File: src/rtl/bp_update_ctrl_if.sv
// Fetch/EX/predictor-side bundle for bp_update_ctrl.
//   alloc_*    : fetch pushes a predicted branch (alloc_ready back-pressures)
//   res_*      : EX resolves the oldest in-flight branch
//   we_bp, update_res, write_pc, mispredict : registered predictor-table write
// master = fetch/EX side, slave = bp_update_ctrl.
interface bp_update_ctrl_if #(
  parameter int ADDR_WIDTH = 26
);
  logic                  alloc_valid;
  logic [ADDR_WIDTH-1:0] alloc_pc;
  logic                  alloc_pred;
  logic                  alloc_ready;
  logic                  res_valid;
  logic                  res_taken;
  logic                  we_bp;
  logic                  update_res;
  logic [ADDR_WIDTH-1:0] write_pc;
  logic                  mispredict;

  modport master (
    output alloc_valid, alloc_pc, alloc_pred, res_valid, res_taken,
    input  alloc_ready, we_bp, update_res, write_pc, mispredict
  );

  modport slave (
    input  alloc_valid, alloc_pc, alloc_pred, res_valid, res_taken,
    output alloc_ready, we_bp, update_res, write_pc, mispredict
  );
endinterface

File: src/rtl/bp_update_ctrl.sv
// bp_update_ctrl: in-order queue of in-flight predicted branches. When the
// oldest branch resolves, trains the 2-bit predictor through a single
// registered write port one cycle later and flags mispredictions.
// Ports:
//   clk, rst_n     : clock, synchronous active-low reset
//   bus (slave)    : alloc/resolve handshake and predictor write port
//   flush          : discard all in-flight entries
//   count          : current occupancy
//   err_underflow  : sticky, resolve seen while empty
//   branch_cnt, mispred_cnt : saturating statistics (only with BP_STATS_EN)
// Optional feature macro: BP_STATS_EN
module bp_update_ctrl #(
  parameter int DEPTH      = 4,
  parameter int ADDR_WIDTH = 26,
  parameter int CNT_WIDTH  = $clog2(DEPTH) + 1
) (
  input  logic                 clk,
  input  logic                 rst_n,
  bp_update_ctrl_if.slave      bus,
  input  logic                 flush,
  output logic [CNT_WIDTH-1:0] count,
  output logic                 err_underflow
`ifdef BP_STATS_EN
  ,
  output logic [31:0]          branch_cnt,
  output logic [31:0]          mispred_cnt
`endif
);
  localparam int PTR_W = $clog2(DEPTH);

  typedef struct packed {
    logic [ADDR_WIDTH-1:0] pc;
    logic                  pred;
  } entry_t;

  typedef enum logic [1:0] {EMPTY, PARTIAL, FULL} state_t;

  state_t                state, state_nxt;
  logic [CNT_WIDTH-1:0]  cnt, cnt_nxt;
  logic [PTR_W-1:0]      head, head_nxt, tail, tail_nxt;
  entry_t                mem [DEPTH];

  logic                  full, empty, alloc_ok, res_ok, mis_now;
  logic                  we_q, res_q, mis_q, uf_q;
  logic [ADDR_WIDTH-1:0] pc_q;

  assign full     = (state == FULL);
  assign empty    = (state == EMPTY);
  // Flush kills a same-cycle alloc but still lets a same-cycle resolve pop.
  assign alloc_ok = bus.alloc_valid & ~full & ~flush;
  assign res_ok   = bus.res_valid & ~empty;
  assign mis_now  = mem[head].pred != bus.res_taken;

  assign bus.alloc_ready = ~full;
  assign bus.we_bp       = we_q;
  assign bus.update_res  = res_q;
  assign bus.write_pc    = pc_q;
  assign bus.mispredict  = mis_q;
  assign count           = cnt;
  assign err_underflow   = uf_q;

  always_comb begin
    cnt_nxt  = cnt;
    head_nxt = head;
    tail_nxt = tail;
    if (flush) begin
      cnt_nxt  = '0;
      head_nxt = '0;
      tail_nxt = '0;
    end else begin
      head_nxt = head + PTR_W'(res_ok);
      tail_nxt = tail + PTR_W'(alloc_ok);
      if (alloc_ok && !res_ok) cnt_nxt = cnt + CNT_WIDTH'(1);
      if (res_ok && !alloc_ok) cnt_nxt = cnt - CNT_WIDTH'(1);
    end
    state_nxt = PARTIAL;
    if (cnt_nxt == '0)                   state_nxt = EMPTY;
    else if (cnt_nxt == CNT_WIDTH'(DEPTH)) state_nxt = FULL;
  end

  always_ff @(posedge clk) begin
    if (!rst_n) begin
      state <= EMPTY;
      cnt   <= '0;
      head  <= '0;
      tail  <= '0;
      we_q  <= 1'b0;
      mis_q <= 1'b0;
      res_q <= 1'b0;
      pc_q  <= '0;
      uf_q  <= 1'b0;
    end else begin
      state <= state_nxt;
      cnt   <= cnt_nxt;
      head  <= head_nxt;
      tail  <= tail_nxt;
      we_q  <= res_ok;
      mis_q <= res_ok & mis_now;
      if (res_ok) begin
        res_q <= bus.res_taken;
        pc_q  <= mem[head].pc;
      end
      if (bus.res_valid && empty) uf_q <= 1'b1;
    end
  end

  // Entry payload needs no reset; occupancy decides what is valid.
  always_ff @(posedge clk) begin
    if (alloc_ok) mem[tail] <= '{pc: bus.alloc_pc, pred: bus.alloc_pred};
  end

`ifdef BP_STATS_EN
  always_ff @(posedge clk) begin
    if (!rst_n) begin
      branch_cnt  <= '0;
      mispred_cnt <= '0;
    end else begin
      if (res_ok && branch_cnt != '1)             branch_cnt  <= branch_cnt + 32'd1;
      if (res_ok && mis_now && mispred_cnt != '1) mispred_cnt <= mispred_cnt + 32'd1;
    end
  end
`endif
endmodule

File: src/flat_wrapper.sv
// flat-port wrapper written by rule: the top's interface ports become plain ports
module bp_update_ctrl_flat 
#(
  parameter int DEPTH      = 4,
  parameter int ADDR_WIDTH = 26,
  parameter int CNT_WIDTH  = $clog2(DEPTH) + 1
)
  (clk, rst_n, flush, count, err_underflow, bus_alloc_valid, bus_alloc_pc, bus_alloc_pred, bus_res_valid, bus_res_taken, bus_alloc_ready, bus_we_bp, bus_update_res, bus_write_pc, bus_mispredict);
  bp_update_ctrl_if #(.ADDR_WIDTH(ADDR_WIDTH)) bus_i ();
  input  logic clk;
  input  logic rst_n;
  input  logic flush;
  output logic [CNT_WIDTH-1:0] count;
  output logic err_underflow;
  input wire logic [$bits(bus_i.alloc_valid)-1:0] bus_alloc_valid;
  input wire logic [$bits(bus_i.alloc_pc)-1:0] bus_alloc_pc;
  input wire logic [$bits(bus_i.alloc_pred)-1:0] bus_alloc_pred;
  input wire logic [$bits(bus_i.res_valid)-1:0] bus_res_valid;
  input wire logic [$bits(bus_i.res_taken)-1:0] bus_res_taken;
  output wire logic [$bits(bus_i.alloc_ready)-1:0] bus_alloc_ready;
  output wire logic [$bits(bus_i.we_bp)-1:0] bus_we_bp;
  output wire logic [$bits(bus_i.update_res)-1:0] bus_update_res;
  output wire logic [$bits(bus_i.write_pc)-1:0] bus_write_pc;
  output wire logic [$bits(bus_i.mispredict)-1:0] bus_mispredict;
  assign bus_i.alloc_valid = bus_alloc_valid;
  assign bus_i.alloc_pc = bus_alloc_pc;
  assign bus_i.alloc_pred = bus_alloc_pred;
  assign bus_i.res_valid = bus_res_valid;
  assign bus_i.res_taken = bus_res_taken;
  assign bus_alloc_ready = bus_i.alloc_ready;
  assign bus_we_bp = bus_i.we_bp;
  assign bus_update_res = bus_i.update_res;
  assign bus_write_pc = bus_i.write_pc;
  assign bus_mispredict = bus_i.mispredict;
  bp_update_ctrl #(.DEPTH(DEPTH), .ADDR_WIDTH(ADDR_WIDTH), .CNT_WIDTH(CNT_WIDTH)) u_core (.clk(clk), .rst_n(rst_n), .bus(bus_i), .flush(flush), .count(count), .err_underflow(err_underflow));
endmodule
File: config.mk
export PLATFORM = sky130hd
export DESIGN_NAME = bp_update_ctrl_flat
export DESIGN_NICKNAME = d
export VERILOG_FILES = /design/src/rtl/bp_update_ctrl_if.sv /design/src/rtl/bp_update_ctrl.sv /design/src/flat_wrapper.sv
export SDC_FILE = /design/constraint.sdc
export NUM_CORES = 1
export LEC_CHECK = 0
export ABC_AREA = 1
export CAP_MARGIN = 25
export CORE_MARGIN = 2
export CORE_UTILIZATION = 45
export CTS_CLUSTER_DIAMETER = 80
export DETAILED_ROUTE_END_ITERATION = 6
export GPL_TIMING_DRIVEN = 0
export PLACE_DENSITY = 0.67
export SLEW_MARGIN = 20
export SYNTH_ARGS = -nofsm -noshare
export SYNTH_HDL_FRONTEND = slang
export SYNTH_SLANG_ARGS = --single-unit
File: constraint.sdc
create_clock -name clk -period 4.5 [get_ports clk]
set_clock_uncertainty 0.05 [all_clocks]
set_input_delay 0.9 -clock clk [delete_from_list [all_inputs] [get_ports clk]]
set_output_delay 0.9 -clock clk [all_outputs]
set_load 0.03 [all_outputs]
# Yosys cells after proc, flatten, opt, wreduce, memory -nomap -nowiden
# Memories as Yosys holds them, arrays and structs flattened. A register that Yosys moved wholly into a read port is not among the register bits.
# Cells that the tools add are included.
# classes
addsub	4
n_mul	0
div	0
order_cmp	0
eq_ne	3
n_shift	0
n_mux	7
n_bitwise	8
n_reduce_logical	9
# op_table
operator	n
two-way mux 3 bit	3
adder 2 x 1 -> 2 bit	2
AND 1 bit	4
two-way mux 2 bit	2
inverter 1 bit	4
OR reduction 2 bit	2
adder 3 x 1 -> 3 bit (second input constant)	1
== test 3 bit (second input constant)	1
logical AND 1 bit	3
zero test 3 bit	1
subtractor 3 x 1 -> 3 bit (second input constant)	1
== test 2 bit (second input constant)	1
zero test 1 bit	2
zero test 2 bit	1
two-way mux 1 bit	2
inequality test 1 bit	1
# word_totals
reg_bits	39
latch_bits	0
ram_bits	108
rom_bits	0
in_bits	33
output_inout_bits	34
elab_cells	41
n_memories	1
# memory_table
name	depth	word_bits	rd	rd_ports_with_merged_regs	write_ports	line	text
u_core.mem	4	27	1	1	1	bp_update_ctrl.sv:41	entry_t mem [DEPTH];

# Longest topological paths before layout
# depth
ltp_word	10
depth_mapped	10
ltp_nobuf	10

# Worst setup path before layout
# OpenSTA, ideal clock, no wires.
# synth_timing
path_kind	in2reg
from	input bus_alloc_valid
to	memory u_core.mem[0][0] (netlist name) (enable)
setup_ps	445
arrival_ps	3080
t_required_ps	4005
setup_slack_ps	925
stages	4
path_buffers	0
cell_sequence	inv_1 > nor2_1 > nand2_4 > nor3_1
# synth_between
elab_chain_cells	4
# synth_lines
element	line	text
from (decl)	flat_wrapper.sv:15	input wire logic [$bits(bus_i.alloc_valid)-1:0] bus_alloc_valid;
AND 1 bit (2 in series)	bp_update_ctrl.sv:50	assign alloc_ok = bus.alloc_valid & ~full & ~flush;
two-way mux 1 bit	bp_update_ctrl.sv:109	if (alloc_ok) mem[tail] <= '{pc: bus.alloc_pc, pred: bus.alloc_pred};
two-way mux 1 bit (implied by the code)	bp_update_ctrl.sv:109	
to (decl)	bp_update_ctrl.sv:41	
# No other way between the ends.

# Worst setup path after layout
# layout_timing
from	input bus_alloc_valid
to	memory u_core.mem[3][17] (netlist name) (enable)
# Same word-level chain as after synthesis.

==> metrics.txt <==
# TYPE chip_impl_metric gauge
chip_impl_metric{name="die_y",unit="µm"} 116.1
chip_impl_metric{name="synth_top_area_share",unit="%"} 57.40
chip_impl_metric{name="design.final.nets",unit=""} 631
chip_impl_metric{name="numClockSinks",unit=""} 147
chip_impl_info{name="tritoncts",value="done"} 1
chip_impl_info{name="run_status",value="complete, no violations"} 1
chip_impl_metric{name="power.total",unit="W"} 0.003061
chip_impl_metric{name="post_cts.resized_instances",unit=""} 0
chip_impl_metric{name="netlist_instances",unit=""} 495
chip_impl_info{name="synth_most_common_cell",value="sky130_fd_sc_hd__nor2_1"} 1
chip_impl_metric{name="drive_above_1_share",unit="%"} 12.03
chip_impl_metric{name="synthSimpleGateAreaFrac",unit="%"} 11.67
chip_impl_info{name="hold_path_class",value="reg2reg"} 1
chip_impl_metric{name="multi_input_comb_area",unit="µm²"} 1330
chip_impl_metric{name="antennaDiodeCount",unit=""} 0
chip_impl_metric{name="layout.filler_cells",unit=""} 1004
chip_impl_metric{name="final-seq-area",unit="µm²"} 4024
chip_impl_metric{name="grt_start_max_net_pins",unit=""} 17
chip_impl_metric{name="detailed_route_vias_per_instance",unit=""} 4.965
chip_impl_info{name="synthTopCellsByCount",value="sky130_fd_sc_hd__nor2_1, sky130_fd_sc_hd__edfxtp_1, sky130_fd_sc_hd__o21ai_0"} 1
chip_impl_info{name="ys.flop_type",value="sky130_fd_sc_hd__edfxtp_1"} 1
chip_impl_metric{name="crit_required",unit="ns"} 4.57
chip_impl_info{name="critical_path.cell_chain",value="clkdlybuf4s50_1 -> inv_1 -> nor2_1 -> nand2_4 -> nor3_2 -> buf_4"} 1
chip_impl_metric{name="maxCapViolCount",unit=""} 0
chip_impl_metric{name="clock_path_buffers",unit=""} 2
chip_impl_info{name="clock_tree.root_cell",value="sky130_fd_sc_hd__clkbuf_16"} 1
chip_impl_metric{name="place_hpwl",unit="µm"} 8396
chip_impl_metric{name="drt_drc_violations_left",unit=""} 0
chip_impl_info{name="cp_top_family",value="simple AND/OR/NAND/NOR gates"} 1
chip_impl_metric{name="synth_area_per_cell",unit="µm²"} 11.41
chip_impl_metric{name="peakVddDrop",unit="mV"} 0.1858
chip_impl_metric{name="seq_area_frac_synth",unit="%"} 71.21
chip_impl_metric{name="cts-htree-levels",unit=""} 4
chip_impl_info{name="crit_path_start_kind",value="primary input"} 1
chip_impl_metric{name="setup_viol",unit=""} 0
chip_impl_metric{name="syn-num-nets",unit=""} 532
chip_impl_metric{name="start_util",unit="%"} 46.65
chip_impl_metric{name="final.min_clock_period",unit="ns"} 2.608
chip_impl_metric{name="final_max_slew_viol_count",unit=""} 0
chip_impl_info{name="synth.top_cells.by_area",value="sky130_fd_sc_hd__edfxtp_1, sky130_fd_sc_hd__dfxtp_1, sky130_fd_sc_hd__nor2_1, sky130_fd_sc_hd__o21ai_0, sky130_fd_sc_hd__inv_1"} 1
chip_impl_metric{name="cts_hold_repair.buffers",unit=""} 0
chip_impl_info{name="synth_area_leader_cell",value="sky130_fd_sc_hd__edfxtp_1"} 1
chip_impl_metric{name="crit_arrival",unit="ns"} 2.67
chip_impl_metric{name="vias_in_the_first_global_route",unit=""} 3867
chip_impl_metric{name="route.final.wire_length",unit="µm"} 12230
chip_impl_metric{name="synth_register_bits",unit=""} 147
chip_impl_metric{name="placed_cells_incl_taps",unit=""} 743
chip_impl_info{name="endpoint_kind_of_the_worst_setup_timing_path",value="flop"} 1
chip_impl_metric{name="synth-compound-area-share",unit="%"} 10.32
chip_impl_metric{name="coreArea",unit="µm²"} 12110
chip_impl_metric{name="num_vias",unit=""} 3848
chip_impl_metric{name="async_reset_ff_share",unit="%"} 0
chip_impl_metric{name="yosys_warnings",unit=""} 0
chip_impl_metric{name="multiplexer_area_fraction_after_synthesis",unit="%"} 0
chip_impl_metric{name="post-route-util",unit="%"} 59.52
chip_impl_metric{name="buffer_ports.inserted",unit=""} 66
chip_impl_metric{name="synth-adder-area-share",unit="%"} 0.8857
chip_impl_metric{name="power_density",unit="nW/µm²"} 424.6
chip_impl_metric{name="cellLeakagePower",unit="nW"} 2.805
chip_impl_metric{name="die-width",unit="µm"} 116.1
chip_impl_metric{name="grt_pass1_wl",unit="µm"} 18950
chip_impl_info{name="rsz0062_at_grt",value="no"} 1
chip_impl_metric{name="slew_headroom",unit="%"} 45.90
chip_impl_metric{name="count_of_flip_flops_with_a_built_in_enable_after_synthesis",unit=""} 108
chip_impl_metric{name="hold_viol",unit=""} 0
chip_impl_metric{name="weighted_congestion_at_the_end_of_routability_driven_global_placement",unit=""} 0.7921
chip_impl_metric{name="globalRouteTotalUtil",unit="%"} 19.19
chip_impl_metric{name="post_synthesis_share_of_cell_area_spent_on_xor_and_xnor_gates",unit="%"} 0.3100
chip_impl_metric{name="ioPinCount",unit=""} 67
chip_impl_metric{name="setup-tns-final",unit="ns"} 0
chip_impl_metric{name="clk_pin_slew",unit="ns"} 0.06
chip_impl_metric{name="final_antenna_net_count",unit=""} 0
chip_impl_metric{name="drt-pass1-iter-count",unit=""} 4
chip_impl_metric{name="critical_path.n_buffers_inverters",unit=""} 3
chip_impl_metric{name="crit_fanout",unit=""} 8
chip_impl_metric{name="gr-total-overflow",unit=""} 0
chip_impl_metric{name="synth_cell_types",unit=""} 25
chip_impl_metric{name="synth.cell_area",unit="µm²"} 5650
chip_impl_metric{name="placementRows",unit=""} 40
chip_impl_metric{name="post-cts-setup-buffers",unit=""} 0
chip_impl_metric{name="grt_antenna_before_repair",unit=""} 0
chip_impl_metric{name="dieArea",unit="µm²"} 13470
chip_impl_info{name="combinational_family_with_the_most_area_after_synthesis",value="simple AND/OR/NAND/NOR gates"} 1
chip_impl_info{name="cpMaxStageDelayCell",value="sky130_fd_sc_hd__nor3_2"} 1
chip_impl_info{name="timing_worst_setup_path_type",value="in2reg"} 1
chip_impl_metric{name="fmax",unit="MHz"} 383.4
chip_impl_metric{name="area.growth.synth_to_final",unit="%"} 27.59
chip_impl_metric{name="dr.first_iter.drc_count",unit=""} 317
chip_impl_metric{name="cp_slowest_stage_delay",unit="ns"} 0.64
chip_impl_metric{name="final_period_util",unit="%"} 57.95
chip_impl_metric{name="instances_no_fill",unit=""} 775
chip_impl_metric{name="clock_latency",unit="ns"} 0.41
chip_impl_metric{name="cts_buffers",unit=""} 17
chip_impl_metric{name="average_detailed_routed_wire_length_per_instance",unit="µm"} 15.78
chip_impl_metric{name="worstMarginPinSlew",unit="ns"} 0.8071
## worst paths after layout
check	start	to	slack (ns)	depth (start not counted)
setup / recovery	bus_alloc_valid	u_core.mem[3][17]$_DFFE_PP_	1.89	6
hold / removal	u_core.err_underflow$_SDFFE_PN0P_	u_core.err_underflow$_SDFFE_PN0P_	0.43	2
hold reg to reg	u_core.err_underflow$_SDFFE_PN0P_	u_core.err_underflow$_SDFFE_PN0P_	0.43	2
setup reg to reg	u_core.state[0]$_SDFF_PP0_	u_core.mem[3][17]$_DFFE_PP_	2.52	5
## placed cells by master (no fill, tap or decap), types with 17 or more instances in the layout
| cell type | n |
|---|---|
| sky130_fd_sc_hd__clkbuf_16 | 17 |
| sky130_fd_sc_hd__nor2_1 | 119 |
| sky130_fd_sc_hd__dfxtp_1 | 39 |
| sky130_fd_sc_hd__nand2_1 | 17 |
| sky130_fd_sc_hd__o21ai_1 | 23 |
| sky130_fd_sc_hd__edfxtp_1 | 108 |
| sky130_fd_sc_hd__inv_1 | 48 |
| sky130_fd_sc_hd__o22ai_1 | 26 |
| sky130_fd_sc_hd__clkdlybuf4s50_1 | 66 |
| sky130_fd_sc_hd__o21ai_0 | 58 |
## logic make-up (layout without fill, tap and decap cells)
kind of cell / count (synthesis) / in the layout
buffers and inverters: 74 / 186
XOR/XNOR: 2 / 2
adder cells (fa/ha/maj): 4 / 4
flip-flops: 147 / 147
AO/OA/AOI/OAI: 110 / 110
AND/OR/NAND/NOR: 158 / 158
## power breakdown
part	switching [W]	internal, W	total (W)
clock	0.000506	0.000805	0.00131
sequential	0.0000158	0.00149	0.00151
combinational	0.000144	0.0000994	0.000243
total	0.000666	0.00240	0.00306
## routing by layer
| metal | wire length, µm | up-vias | global-route usage (%) |
|---|---|---|---|
| li1 | - | 1901 | - |
| met1 | 5178 | 1819 | 23.06 |
| met2 | 6217 | 117 | 32.83 |
| met3 | 676 | 11 | 5.230 |
| met4 | 154 | 0 | 7.857 |
| met5 | 0 | - | 0 |
## registers in the layout (all words and copies together), names as in the netlist
signal,flops
u_core.count,3
u_core.mem,108
u_core.head,2
u_core.bus.update_res,1
u_core.bus.write_pc,26
u_core.bus.we_bp,1
u_core.tail,2
u_core.bus.mispredict,1
u_core.err_underflow,1
u_core.state,2
## area by class of cell
type	count	share of cell area, %
Buffer	25	1.840
Clock buffer	20	6.057
Multi-Input combinational cell	274	18.45
Clock inverter	12	1.597
Timing Repair Buffer	80	10.78
Inverter	49	2.551
Sequential cell	147	55.81
Tap cell	168	2.916
## per-stage QoR
step | hold WS [ns] | instance area, µm² | setup WS (ns)
finish | 0.4258 | 7209 | 1.892
floorplan | 0.4703 | 5650 | 0.9254
detailed placement | 0.4187 | 6658 | 1.445
CTS | 0.4351 | 7209 | 1.861
global placement | 0.4026 | 6521 | -1.122
global route | 0.4698 | 7209 | 1.754
## worst reg2reg max path, stage by stage, from the launching register on
cell                      delay (ns)
sky130_fd_sc_hd__dfxtp_1        0.38
sky130_fd_sc_hd__inv_1          0.05
sky130_fd_sc_hd__nand2_1        0.12
sky130_fd_sc_hd__nand2_4        0.13
sky130_fd_sc_hd__nor3_2         0.64
sky130_fd_sc_hd__buf_4          0.32
Note: power is estimated with default switching activity, not from simulation.
